$ cat config.mk
export PLATFORM = sky130hd
export DESIGN_NAME = if_tmux_network
export DESIGN_NICKNAME = d
export VERILOG_FILES = /design/src/rtl/if_pkg.sv /design/src/rtl/if_neuron_update.sv /design/src/rtl/if_tmux_network.sv
export SDC_FILE = /design/constraint.sdc
export NUM_CORES = 1
export LEC_CHECK = 0
export ABC_CLOCK_PERIOD_IN_PS = 15500
export CAP_MARGIN = 30
export CORE_MARGIN = 8
export CORE_UTILIZATION = 46
export CTS_BUF_LIST = sky130_fd_sc_hd__clkbuf_4 sky130_fd_sc_hd__clkbuf_8
export DETAILED_ROUTE_END_ITERATION = 7
export GPL_TIMING_DRIVEN = 0
export PLACE_DENSITY_LB_ADDON = 0.12
export SYNTH_ARGS = -nofsm -noshare
export SYNTH_HDL_FRONTEND = slang
export SYNTH_SLANG_ARGS = --single-unit
$ cat constraint.sdc
create_clock -name clk -period 15.5 [get_ports clk]
set_clock_uncertainty 0.1 [all_clocks]
set_input_delay 3.1 -clock clk [delete_from_list [all_inputs] [get_ports clk]]
set_output_delay 3.1 -clock clk [all_outputs]
set_load 0.02 [all_outputs]
$ cat src/rtl/if_pkg.sv
// if_pkg: shared FSM state encoding, array sizing helpers and saturating add for the time-multiplexed IF network
package if_pkg;
  typedef enum logic [1:0] {IDLE, ACCUM, UPDATE, DONE} state_t;
  function automatic int max_n(input int a, input int b, input int c);
    return a > b ? (a > c ? a : c) : (b > c ? b : c);
  endfunction
  function automatic int addr_w(input int l, input int m);
    return $clog2(l * m * m);
  endfunction
  function automatic longint sat_add(input longint a, input longint b, input int w);
    longint hi, s;
    hi = (longint'(1) <<< (w - 1)) - 1;
    s = a + b;
    return s > hi ? hi : (s < -hi - 1 ? -hi - 1 : s);
  endfunction
endpackage

$ cat src/rtl/if_neuron_update.sv
// if_neuron_update: combinational IF neuron step; in v_in/rf_in/acc -> out v_out/rf_out/spike (saturating integrate, threshold, refractory)
module if_neuron_update
  import if_pkg::*;
#(
  parameter int POT_SIZE = 16,
  parameter int THRESH = 15,
  parameter int RESET = 0,
  parameter int REFRAC = 5,
  parameter int RW = 3
) (
  input  logic signed [POT_SIZE-1:0] v_in,
  input  logic        [RW-1:0]       rf_in,
  input  logic signed [POT_SIZE-1:0] acc,
  output logic signed [POT_SIZE-1:0] v_out,
  output logic        [RW-1:0]       rf_out,
  output logic                       spike
);
  logic signed [POT_SIZE-1:0] v_sum;
  logic refr;
  always_comb begin
    v_sum = POT_SIZE'(sat_add(longint'(v_in), longint'(acc), POT_SIZE));
    refr = rf_in != '0;
    spike = !refr && v_sum >= POT_SIZE'(THRESH);
    v_out = refr ? v_in : (spike ? POT_SIZE'(RESET) : v_sum);
    rf_out = refr ? rf_in - RW'(1) : (spike ? RW'(REFRAC) : '0);
  end
endmodule

$ cat src/rtl/if_tmux_network.sv
// if_tmux_network: shared-datapath IF network; start/spike_in/clear_state/wt_* in, busy/done/spike_out out, async active-low rst
module if_tmux_network
  import if_pkg::*;
#(
  parameter int THRESH = 15,
  parameter int RESET = 0,
  parameter int REFRAC = 5,
  parameter int WEIGHT_SIZE = 8,
  parameter int POT_SIZE = 16,
  parameter int NUM_INPUTS = 4,
  parameter int NUM_OUTPUTS = 1,
  parameter int NUM_LAYERS = 1,
  parameter int NUM_HIDDEN_LAYER_NEURONS = 4,
  localparam int L = NUM_LAYERS + 2,
  localparam int MAXN = max_n(NUM_INPUTS, NUM_HIDDEN_LAYER_NEURONS, NUM_OUTPUTS),
  localparam int AW = addr_w(L, MAXN)
) (
  input  logic                          clk,
  input  logic                          rst,
  input  logic                          start,
  input  logic [NUM_INPUTS-1:0]         spike_in,
  input  logic                          clear_state,
  input  logic                          wt_we,
  input  logic [AW-1:0]                 wt_addr,
  input  logic signed [WEIGHT_SIZE-1:0] wt_data,
  output logic                          busy,
  output logic                          done,
  output logic [NUM_OUTPUTS-1:0]        spike_out
);
  localparam int NWT = L * MAXN * MAXN;
  localparam int NNU = L * MAXN;
  localparam int NW = MAXN > 1 ? $clog2(MAXN) : 1;
  localparam int LW = $clog2(L);
  localparam int NIW = $clog2(NNU);
  localparam int RW = $clog2(REFRAC + 2);
  state_t state, nxt;
  logic [LW-1:0] layer;
  logic [NW-1:0] post, pre;
  logic signed [POT_SIZE-1:0] acc;
  logic [MAXN-1:0] pre_sp, cur_sp, sp_nxt;
  logic signed [WEIGHT_SIZE-1:0] w [NWT];
  logic signed [POT_SIZE-1:0] v [NNU];
  logic [RW-1:0] rf [NNU];
  logic [AW-1:0] widx;
  logic [NIW-1:0] nidx;
  logic last_pre, last_post, last_layer, idle_ok, accept;
  logic signed [POT_SIZE-1:0] nu_v;
  logic [RW-1:0] nu_rf;
  logic nu_spike;
  always_comb begin
    last_layer = layer == LW'(L - 1);
    last_pre = pre == (layer == '0 ? NW'(NUM_INPUTS - 1) : NW'(NUM_HIDDEN_LAYER_NEURONS - 1));
    last_post = post == (last_layer ? NW'(NUM_OUTPUTS - 1) : NW'(NUM_HIDDEN_LAYER_NEURONS - 1));
    idle_ok = state == IDLE || state == DONE;
    accept = state == IDLE && start && !clear_state;
    widx = AW'((int'(layer) * MAXN + int'(post)) * MAXN + int'(pre));
    nidx = NIW'(int'(layer) * MAXN + int'(post));
    sp_nxt = cur_sp | (MAXN'(nu_spike) << post);
    busy = !idle_ok;
    done = state == DONE;
    nxt = state == IDLE   ? (accept ? ACCUM : IDLE) :
          state == ACCUM  ? (last_pre ? UPDATE : ACCUM) :
          state == UPDATE ? (last_post && last_layer ? DONE : ACCUM) : IDLE;
  end
  always_ff @(posedge clk or negedge rst) begin
    if (!rst) state <= IDLE;
    else state <= nxt;
  end
  always_ff @(posedge clk or negedge rst) begin
    if (!rst) begin
      layer <= '0;
      post <= '0;
      pre <= '0;
      acc <= '0;
      pre_sp <= '0;
      cur_sp <= '0;
      spike_out <= '0;
      for (int i = 0; i < NWT; i++) w[i] <= '0;
      for (int i = 0; i < NNU; i++) begin
        v[i] <= '0;
        rf[i] <= '0;
      end
    end else begin
      if (idle_ok && wt_we && int'(wt_addr) < NWT) w[wt_addr] <= wt_data;
      if (idle_ok && clear_state)
        for (int i = 0; i < NNU; i++) begin
          v[i] <= '0;
          rf[i] <= '0;
        end
      if (accept) begin
        layer <= '0;
        post <= '0;
        pre <= '0;
        acc <= '0;
        cur_sp <= '0;
        pre_sp <= MAXN'(spike_in);
      end
      if (state == ACCUM) begin
        acc <= pre_sp[pre] ? POT_SIZE'(sat_add(longint'(acc), longint'(w[widx]), POT_SIZE)) : acc;
        pre <= last_pre ? '0 : pre + NW'(1);
      end
      if (state == UPDATE) begin
        v[nidx] <= nu_v;
        rf[nidx] <= nu_rf;
        acc <= '0;
        cur_sp <= last_post ? '0 : sp_nxt;
        pre_sp <= last_post ? sp_nxt : pre_sp;
        post <= last_post ? '0 : post + NW'(1);
        layer <= !last_post ? layer : (last_layer ? '0 : layer + LW'(1));
        if (last_post && last_layer) spike_out <= sp_nxt[NUM_OUTPUTS-1:0];
      end
    end
  end
  if_neuron_update #(
    .POT_SIZE(POT_SIZE),
    .THRESH(THRESH),
    .RESET(RESET),
    .REFRAC(REFRAC),
    .RW(RW)
  ) u_nu (
    .v_in(v[nidx]),
    .rf_in(rf[nidx]),
    .acc(acc),
    .v_out(nu_v),
    .rf_out(nu_rf),
    .spike(nu_spike)
  );
endmodule

==> impl_metrics.toml, run 1 <==
[global_routing]
grtUsageTotal = 0.244
grt_max_degree = 130
antenna_found_initial = 3
grt.overflow.total = 0
grt_pass1_vias = 22200
grt_pass1_wl_um = 143000

[worst_hold_path]
hold_class = "flip-flop to flip-flop"

[die]
die_y_um = 277
initial_core_util = 0.465
die_area_mm2 = 0.0765
ios = 26
core_mm2 = 0.0672
fp-row-count = 95
dieWidth_um = 277

[clocking]
cts_buffers = 112
clkSlewWorstSetupHoldPaths_ns = 0.06
htreeDepth = 3
cts_sinks = 645
cts_max_path_buffers = 3
ctsResizeCount = 0
cts_tree = "done"
cts_setup_buffers = 0
clock-root-buffer = "clkbuf_8"
clk_latency_ns = 0.73
ctsHoldBuffers = 0

[setup_path]
r2r-start = "post[0]$_DFFE_PN0P_"
endpoint_kind = "flip-flop"
cp-endpoint = "acc[10]$_DFFE_PN0P_"
cp_max_fo = 10
r2r_end = "acc[10]$_DFFE_PN0P_"
cp_cell_sequence = "clkbuf_1, buf_2, buf_1, buf_6, clkbuf_1, clkbuf_1, mux4_2, nand2_1, o21ai_0, ha_1, fa_1, a211oi_1, o21ai_0, a21oi_1, nor4b_1, o21a_1, o21a_1, o311a_1, o21bai_1, clkbuf_1, o211ai_1"
crit_top_cell = "clkbuf_1"
cp-start-kind = "flip-flop"
cp_num_buf_inv = 7
critical_path_depth = 21
reg2regPathDepth = 21
crit_path_start = "post[0]$_DFFE_PN0P_"
max_stage_delay_ns = 0.74
crit_required_ns = 15.95
critPathKind = "flip-flop to flip-flop"
r2r_slack_ns = 7.61
crit_family = "buffers and inverters"
cpMaxStageDelayCell = "clkbuf_1"
crit_arrival_ns = 8.34

[routing]
wl_per_cell_um = 26.4
drc = 0
vias = 21400
viasPerCell = 6.04
firstDrtPassIters = 5
detail-route-antenna-nets = 0
drtIter0Drc = 1647
routed_wl_um = 93300

[logic_synthesis]
yosysUniqueCellTypes = 72
syn_area_mm2 = 0.0312
synth_ff_type = "dfrtp_1"
synth-edff-count = 0
synth_area_leaders = "dfrtp_1, mux2_2, mux4_2, nand2_1, o21ai_0"
ys_ff_latch = 645
yosys.area.top_type = "dfrtp_1"
synth-async-reset-ratio = 1.00
synthesis.nets = 2497
syn_avg_cell_area_um2 = 12.9
synth_top_area_frac = 0.517
yosysSeqAreaShare = 0.517
syn_inst = 2429
yosysWarningCount = 0

[power]
ir_worst_vdd_mv = 0.0832
power.leakage_uw = 0.0158
powerDensity_mw_per_mm2 = 123

[layout]
regArea_mm2 = 0.0161
nets = 2650
multi_input_area_mm2 = 0.0143
area_delta_synth_final_pct = 12.9
final_layout_size_suffix_gt1_frac = 0.316
fill_cells = 5733

[timing]
rsz0062_at_grt = "no"
max_slew_margin = 0.279
hold_viol_final = 0
worstMarginPinSlew_ns = 1.08
final.period_utilization = 0.509
max_freq_ghz = 0.127
hold_slack_ns = 0.381
finalSetupViolCount = 0
setup_tns_ns = 0
drv_slew = 0
post-route-min-period_ns = 7.89

[placement]
place_congestion = 0.905
io_buffers = 17
dp_hpwl_um = 66200

[flow_run]
drv_cap = 0

[run_status]
status = "finished, final reports clean"
[routing by layer]
metal | vias to the layer above | track usage | wire length, um
li1 | 9292 | - | -
met1 | 11200 | 0.319 | 39600
met2 | 677 | 0.404 | 45500
met3 | 206 | 0.0378 | 4580
met4 | 0 | 0.101 | 3720
met5 | - | 0 | 0
[cells in the mapped netlist (7+ instances only)]
library cell and n:
mux4_2 178, nor2_1 76, xor2_1 8, nand3b_1 8
clkbuf_1 147, nand3_1 70, nor2b_1 7, o2bb2ai_1 12
dfrtp_1 645, mux2i_1 31, a21oi_1 37, nor3_1 13
a31oi_1 16, o21ai_0 165, mux2_2 387, and2_1 14
a32oi_1 12, buf_1 21, inv_1 15, nand2_1 246
o21ai_2 13, xnor2_1 15, a22o_1 13, o21ai_1 80
or3_1 14, buf_4 10, o211ai_1 12, and3_1 13
ha_1 43, buf_2 10
[area by class of cell]
cell class	count	share of cell area
multi-input cells	1578	0.404
plain buffers	191	0.0220
diodes	1	0.0000710
repair buffers	39	0.0153
well taps	873	0.0310
flip-flops and latches	645	0.458
inverters	15	0.00160
clock inverters	21	0.00490
clock buffers	176	0.0629
[placed cells by master (no fill, tap or decap), types with 7 or more instances in the layout]
cell type / Yosys / routed
dfrtp_1: 645 / 645
mux2_2: 387 / 387
nand2_1: 246 / 246
mux4_2: 178 / 178
o21ai_0: 165 / 164
clkbuf_1: 147 / 147
clkbuf_8: 0 / 143
o21ai_1: 80 / 81
nor2_1: 76 / 76
nand3_1: 70 / 70
ha_1: 43 / 43
a21oi_1: 37 / 37
clkbuf_4: 0 / 33
mux2i_1: 31 / 31
buf_1: 21 / 21
a31oi_1: 16 / 16
clkdlybuf4s50_1: 0 / 16
inv_1: 15 / 15
xnor2_1: 15 / 15
and2_1: 14 / 14
or3_1: 14 / 14
clkinv_2: 0 / 14
and3_1: 13 / 13
o21ai_2: 13 / 13
nor3_1: 13 / 13
a22o_1: 13 / 13
o2bb2ai_1: 12 / 12
o211ai_1: 12 / 12
buf_4: 10 / 12
a32oi_1: 12 / 12
buf_8: 0 / 12
buf_2: 10 / 10
xor2_1: 8 / 8
nand3b_1: 8 / 8
nor2b_1: 7 / 7
[kinds of logic after synthesis]
| kind of cell | Yosys count | share of synthesized area |
|---|---|---|
| AOI/OAI and AO/OA | 421 | 0.0821 |
| muxes | 596 | 0.278 |
| buffers and inverters | 206 | 0.0267 |
| and+or+nand+nor | 493 | 0.0714 |
| adders and majority gates | 45 | 0.0185 |
| xor gates and xnor gates | 23 | 0.00645 |
| DFF | 645 | 0.517 |
[metrics by stage]
step,utilization,area [um^2],worst slack [ns],power [uW],std cells
global route,0.525,35300,7.00,4520,3539
global placement,0.484,32500,-16.83,2680,3319
finish,0.525,35300,7.61,4340,3539
detailed placement,0.489,32800,7.65,2730,3338
floorplan,-,31200,9.82,2400,2429
CTS,0.524,35200,7.56,4380,3535
[worst min-delay path by stage]
stage / endpoint / depth (start not counted) / start / slack [ns]
2_1_floorplan: v[153]$_DFF_PN0_ / 2 / v[153]$_DFF_PN0_ / 0.34
3_3_place_gp: v[58]$_DFF_PN0_ / 2 / v[58]$_DFF_PN0_ / 0.36
3_5_place_dp: v[89]$_DFF_PN0_ / 2 / v[89]$_DFF_PN0_ / 0.37
4_1_cts: v[41]$_DFF_PN0_ / 2 / v[41]$_DFF_PN0_ / 0.38
5_1_grt: v[123]$_DFF_PN0_ / 2 / v[123]$_DFF_PN0_ / 0.40
6_report: v[41]$_DFF_PN0_ / 2 / v[41]$_DFF_PN0_ / 0.38
[report_power, final]
| group | internal [uW] | switching (uW) | total, uW |
|---|---|---|---|
| Combinational | 348 | 549 | 897 |
| Sequential | 1750 | 43.7 | 1800 |
| Clock | 923 | 724 | 1650 |
| Total | 3020 | 1320 | 4340 |
[sequential cells by signal (all words and copies together), names as in the netlist]
signal,cells
w,384
v,192
rf,36
acc,16
cur_sp,4
pre_sp,4
layer,2
post,2
pre,2
state,2
spike_out,1
[tightest hold or removal path: cells and delay by family (launching register included)]
kind | cells | cell delay [ns]
AND/OR/NAND/NOR | 1 | 0.05
flip-flops | 1 | 0.34
AO/OA/AOI/OAI | 1 | 0.06
(Power assumes the default switching activity.)
==> inputs of run 2 (changes only) <==
--- a/config.mk
+++ b/config.mk
@@ -5,7 +5,7 @@
 export SDC_FILE = /design/constraint.sdc
 export NUM_CORES = 1
 export LEC_CHECK = 0
-export ABC_CLOCK_PERIOD_IN_PS = 15500
+export ABC_CLOCK_PERIOD_IN_PS = 7650
 export CAP_MARGIN = 30
 export CORE_MARGIN = 8
 export CORE_UTILIZATION = 46
==> constraint.sdc (replaced) <==
create_clock -name clk -period 7.65 [get_ports clk]
set_clock_uncertainty 0.1 [all_clocks]
set_input_delay 1.53 -clock clk [delete_from_list [all_inputs] [get_ports clk]]
set_output_delay 1.53 -clock clk [all_outputs]
set_load 0.02 [all_outputs]
==> run 2 against run 1 <==
Clock-buffer cell count is the same. Largest power group unchanged. Hold slack worse by 0.0025 ns. Setup slack got worse by 7.1 ns. Non-clock buffer count shrank 1. Die area did not move. Cell count about the same. Power is 100% higher. Register-to-register slack got worse by 7.1 ns. Utilization hardly changed. Fmax grew 11%. Combinational power rose by 100%. Largest cell class unchanged.
==> impl_metrics.toml, run 2 (synthesized netlist as in run 1, its figures left out) <==
[layout]
layout_commonest_cell = "dfrtp_1"
reg_top3 = "w x384, v x192, rf x36"
area_delta_synth_final_pct = 13.0
nets = 2649
layout_common_cells = "dfrtp_1, mux2_2, nand2_1"
largest_reg_flops = 384
regMostFlops = "w"
final_layout_size_suffix_gt1_frac = 0.321
final_cells = 3538

[setup_path]
critPathKind = "flip-flop to flip-flop"
cp_cell_sequence = "clkbuf_1, clkbuf_1, clkbuf_1, mux4_2, mux4_2, nand2_1, o21ai_0, ha_1, fa_1, a211oi_1, o21ai_0, a21oi_1, nor4b_1, o21a_1, o21a_1, o311a_1, o21bai_1, clkbuf_2, o211ai_1"
crit_top_cell = "clkbuf_1"
crit_required_ns = 8.10
crit_arrival_ns = 7.58
max_stage_delay_ns = 0.64
endpoint_kind = "flip-flop"
cpMaxStageDelayCell = "clkbuf_1"
cp-start-kind = "flip-flop"
cp_max_fo = 10
r2r_slack_ns = 0.52

[power]
powerDensity_mw_per_mm2 = 250
ir_worst_vdd_mv = 0.170
power.leakage_uw = 0.0158

[clocking]
clk_latency_ns = 0.74
clock-root-buffer = "clkbuf_8"
clkSlewWorstSetupHoldPaths_ns = 0.06
cts_tree = "done"
htreeDepth = 3
cts_sinks = 645
cts_buffers = 112
cts_max_path_buffers = 3

[die]
ios = 26
dieWidth_um = 277
initial_core_util = 0.465
die_y_um = 277
die_area_mm2 = 0.0765
fp-row-count = 95
core_mm2 = 0.0672

[routing]
wl_met3_um = 4580
routed_wl_um = 93600
wl_met1_um = 39700
viasPerCell = 6.05
detail-route-antenna-nets = 0
wl_per_cell_um = 26.5
firstDrtPassIters = 5
wl_met2_um = 45500
drtIter0Drc = 1611
drc = 0
routed.top_layer = "met4"
vias = 21400

[timing]
hold_viol_final = 0
finalSetupViolCount = 0
rsz0062_at_grt = "no"
worstMarginPinSlew_ns = 1.07
setup_tns_ns = 0
max_slew_margin = 0.285
final.period_utilization = 0.932
post-route-min-period_ns = 7.13
max_freq_ghz = 0.140
drv_slew = 0

[placement]
dp_hpwl_um = 66200
placed_cells = 3338
io_buffers = 17
place_congestion = 0.905

[global_routing]
grtUsageTotal = 0.244
antenna_found_initial = 3
grt_max_degree = 130
grt_pass1_wl_um = 143000
grt.overflow.total = 0
grt_pass1_vias = 22200

[worst_hold_path]
hold_class = "flip-flop to flip-flop"

[flow_run]
drv_cap = 0

[run_status]
status = "finished, final reports clean"
[run 2: cell count changes in the layout (fill, tap and decap cells not counted)]
| cell | before | now |
|---|---|---|
| buf_1 | 21 | 18 |
| clkbuf_1 | 147 | 135 |
| clkbuf_2 | 2 | 15 |
| clkdlybuf4s15_1 | 0 | 1 |
[run 2: power by group]
group / leakage (uW) / switching, uW / internal [uW]
sequential: 0.00892 / 88.5 / 3550
clock: 0.00128 / 1470 / 1870
combinational: 0.00565 / 1120 / 707
[run 2: worst paths after layout]
path                                     from  depth (start not counted)             endpoint
min                          v[126]$_DFF_PN0_                          2     v[126]$_DFF_PN0_
max reg2reg                pre[1]$_DFFE_PN0P_                         19  acc[10]$_DFFE_PN0P_
min in group asynchronous                 rst                          1  acc[11]$_DFFE_PN0P_
max in group asynchronous                 rst                          3   w[211]$_DFFE_PN0P_
min reg2reg                  v[126]$_DFF_PN0_                          2     v[126]$_DFF_PN0_
max                        pre[1]$_DFFE_PN0P_                         19  acc[10]$_DFFE_PN0P_
[run 2: final cells by class]
cell class                 instances  area [um^2]
sequential                       645        16100
fill                            5729        31900
inverter                          15         56.3
antenna                            1         2.50
multi-input combinational       1578        14300
tap                              873         1090
buffer                           190          796
clock buffer                     176         2220
timing repair buffer              39          538
clock inverter                    21          173
[run 2: metal layers]
layer	vias up	GRT usage
met5	-	0
met2	680	0.404
met4	0	0.101
met3	213	0.0368
met1	11200	0.319
li1	9298	-
[run 2: metrics by stage]
| stage | cell area (um^2) | setup slack, ns | util | hold slack [ns] | total power, uW |
|---|---|---|---|---|---|
| 2_1_floorplan | 31200 | 1.97 | - | 0.345 | 4850 |
| 3_3_place_gp | 32500 | -23.11 | 0.484 | 0.358 | 5440 |
| 3_5_place_dp | 32800 | -0.201 | 0.489 | 0.369 | 5520 |
| 4_1_cts | 35200 | 0.0181 | 0.524 | 0.381 | 8870 |
| 5_1_grt | 35300 | 0.137 | 0.525 | 0.399 | 9170 |
| 6_report | 35300 | 0.519 | 0.525 | 0.379 | 8800 |
[run 2: critical path, delay by kind of cell (launching register included)]
kind | cells | cell delay, ns
compound gates | 9 | 2.41
fa+ha+maj | 2 | 0.81
buf+inv | 4 | 2.01
flops | 1 | 0.35
mux | 2 | 0.96
simple gates | 2 | 0.28
[run 2: timing repair]
item | 4_1_cts | 5_1_grt
resized for setup | 4 | 21
setup buffers | 0 | 0
hold buffers | 0 | 0
endpoints found under the hold margin | 0 | 0
endpoints found under the setup margin | 10 | 64
==> inputs of run 3 (changes only) <==
--- a/config.mk
+++ b/config.mk
@@ -10,6 +10,7 @@
 export CORE_MARGIN = 8
 export CORE_UTILIZATION = 46
 export CTS_BUF_LIST = sky130_fd_sc_hd__clkbuf_4 sky130_fd_sc_hd__clkbuf_8
+export CTS_CLUSTER_DIAMETER = 40
 export DETAILED_ROUTE_END_ITERATION = 7
 export GPL_TIMING_DRIVEN = 0
 export PLACE_DENSITY_LB_ADDON = 0.12
==> run 3 against run 2 <==
Flip-flop and latch count unchanged. Global-route usage about the same. Clock power up 8.1%. Power up 3.1%. Critical endpoint unchanged.
==> impl_metrics.toml, run 3 (synthesized netlist as in run 1, its figures left out) <==
[run_status]
status = "finished, final reports clean"

[layout]
regMostFlops = "w"
final_layout_size_suffix_gt1_frac = 0.323
reg_top3 = "w x384, v x192, rf x36"
final_util = 0.529
final_cells = 3547
layout_commonest_cell = "dfrtp_1"
nets = 2656
largest_reg_flops = 384
design_area_mm2 = 0.0355
area_delta_synth_final_pct = 13.7
layout_common_cells = "dfrtp_1, mux2_2, nand2_1"

[routing]
wl_per_cell_um = 26.4
drtIter0Drc = 1574
vias = 21300
detail-route-antenna-nets = 0
viasPerCell = 6.01
firstDrtPassIters = 8
drc = 0
routed_wl_um = 93600

[clocking]
htreeDepth = 3
cts_buffers = 119
clk_latency_ns = 0.74
cts_max_path_buffers = 3
clkSlewWorstSetupHoldPaths_ns = 0.06
clock-root-buffer = "clkbuf_8"
cts_sinks = 645
cts_tree = "done"

[die]
dieWidth_um = 277
die_area_mm2 = 0.0765
fp-row-count = 95
core_mm2 = 0.0672
ios = 26
die_y_um = 277
initial_core_util = 0.465

[timing]
max_freq_ghz = 0.141
rsz0062_at_grt = "no"
post-route-min-period_ns = 7.07
finalSetupViolCount = 0
worst_slack_ns = 0.582
drv_slew = 0
hold_slack_ns = 0.381
hold_viol_final = 0
max_slew_margin = 0.262
worstMarginPinSlew_ns = 1.10
final.period_utilization = 0.924

[placement]
io_buffers = 17
place_congestion = 0.905
dp_slack_ns = -0.201
placed_cells = 3338
place_area_mm2 = 0.0328
dp_hpwl_um = 66200

[setup_path]
cp-start-kind = "flip-flop"
r2r_slack_ns = 0.58
critPathKind = "flip-flop to flip-flop"
endpoint_kind = "flip-flop"
crit_required_ns = 8.10
crit_arrival_ns = 7.52
cp_max_fo = 10

[global_routing]
grt_pass1_vias = 22200
grtUsageTotal = 0.244
grt_max_degree = 130
grt.overflow.total = 0
antenna_found_initial = 3
grt_pass1_wl_um = 143000

[power]
power.leakage_uw = 0.0159
powerDensity_mw_per_mm2 = 256
ir_worst_vdd_mv = 0.152

[worst_hold_path]
hold_class = "flip-flop to flip-flop"

[flow_run]
drv_cap = 0
[run 3: changes by cell type in the layout (fill, tap and decap cells not counted), moves of 2 or more]
cell and change:
bufinv_16 +7, clkbuf_4 -4, clkbuf_8 +2, clkinv_4 +2
clkinvlp_4 +3, inv_12 -2
[run 3: through the flow]
| stage | TNS, ns | power, uW |
|---|---|---|
| 2_1_floorplan | 0 | 4850 |
| 3_3_place_gp | - | 5440 |
| 3_5_place_dp | -1.49 | 5520 |
| 4_1_cts | 0 | 9150 |
| 5_1_grt | 0 | 9450 |
| 6_report | 0 | 9070 |
[run 3: critical path, stage by stage, from the launching register on]
cell and delay (ns):
dfrtp_1 0.41, clkbuf_1 0.29, buf_2 0.32, buf_2 0.26, inv_1 0.16, buf_2 0.36
buf_1 0.43, buf_8 0.23, mux4_2 0.54, mux2i_1 0.14, o21ai_0 0.26, ha_1 0.35
fa_1 0.44, a211oi_1 0.35, o21ai_0 0.21, a21oi_1 0.23, nor4b_1 0.10, o21a_1 0.21
o21a_1 0.21, o311a_1 0.29, o21bai_1 0.48, clkbuf_2 0.37, o211ai_1 0.13
[run 3: repair_timing]
action / in CTS / in global routing
buffers inserted: 0 / 0
hold buffers: 0 / 0
hold endpoints to repair: 0 / 0
gates resized for setup: 4 / 19
setup endpoints to repair: 10 / 58
[run 3: final timing paths]
| check | start | to | depth (start not counted) |
|---|---|---|---|
| setup / recovery | post[1]$_DFFE_PN0P_ | acc[10]$_DFFE_PN0P_ | 22 |
| max in group asynchronous | rst | w[145]$_DFFE_PN0P_ | 3 |
| hold / removal | v[91]$_DFF_PN0_ | v[91]$_DFF_PN0_ | 2 |
| hold reg to reg | v[91]$_DFF_PN0_ | v[91]$_DFF_PN0_ | 2 |
| min in group asynchronous | rst | acc[5]$_DFFE_PN0P_ | 1 |
| setup reg to reg | post[1]$_DFFE_PN0P_ | acc[10]$_DFFE_PN0P_ | 22 |
[run 3: final cells by class]
type / count / area [um^2]
flip-flops and latches: 645 / 16100
well taps: 873 / 1090
multi-input cells: 1578 / 14300
inverters: 15 / 56.3
repair buffers: 39 / 538
diodes: 1 / 2.50
plain buffers: 190 / 790
fillers: 5741 / 31700
clock inverters: 32 / 405
clock buffers: 174 / 2210
[run 3: power breakdown]
part	internal, uW	total, uW	switching, uW
Sequential	3550	3640	88.3
Combinational	707	1820	1110
Clock	2120	3610	1490
[run 3: layer usage]
metal  track usage  up-vias  part of all wire
met5             0        -          0.000096
met4        0.0893        2             0.037
met2         0.408      684              0.49
li1              -     9291                 -
met3        0.0405      195             0.053
met1         0.319    11100              0.42
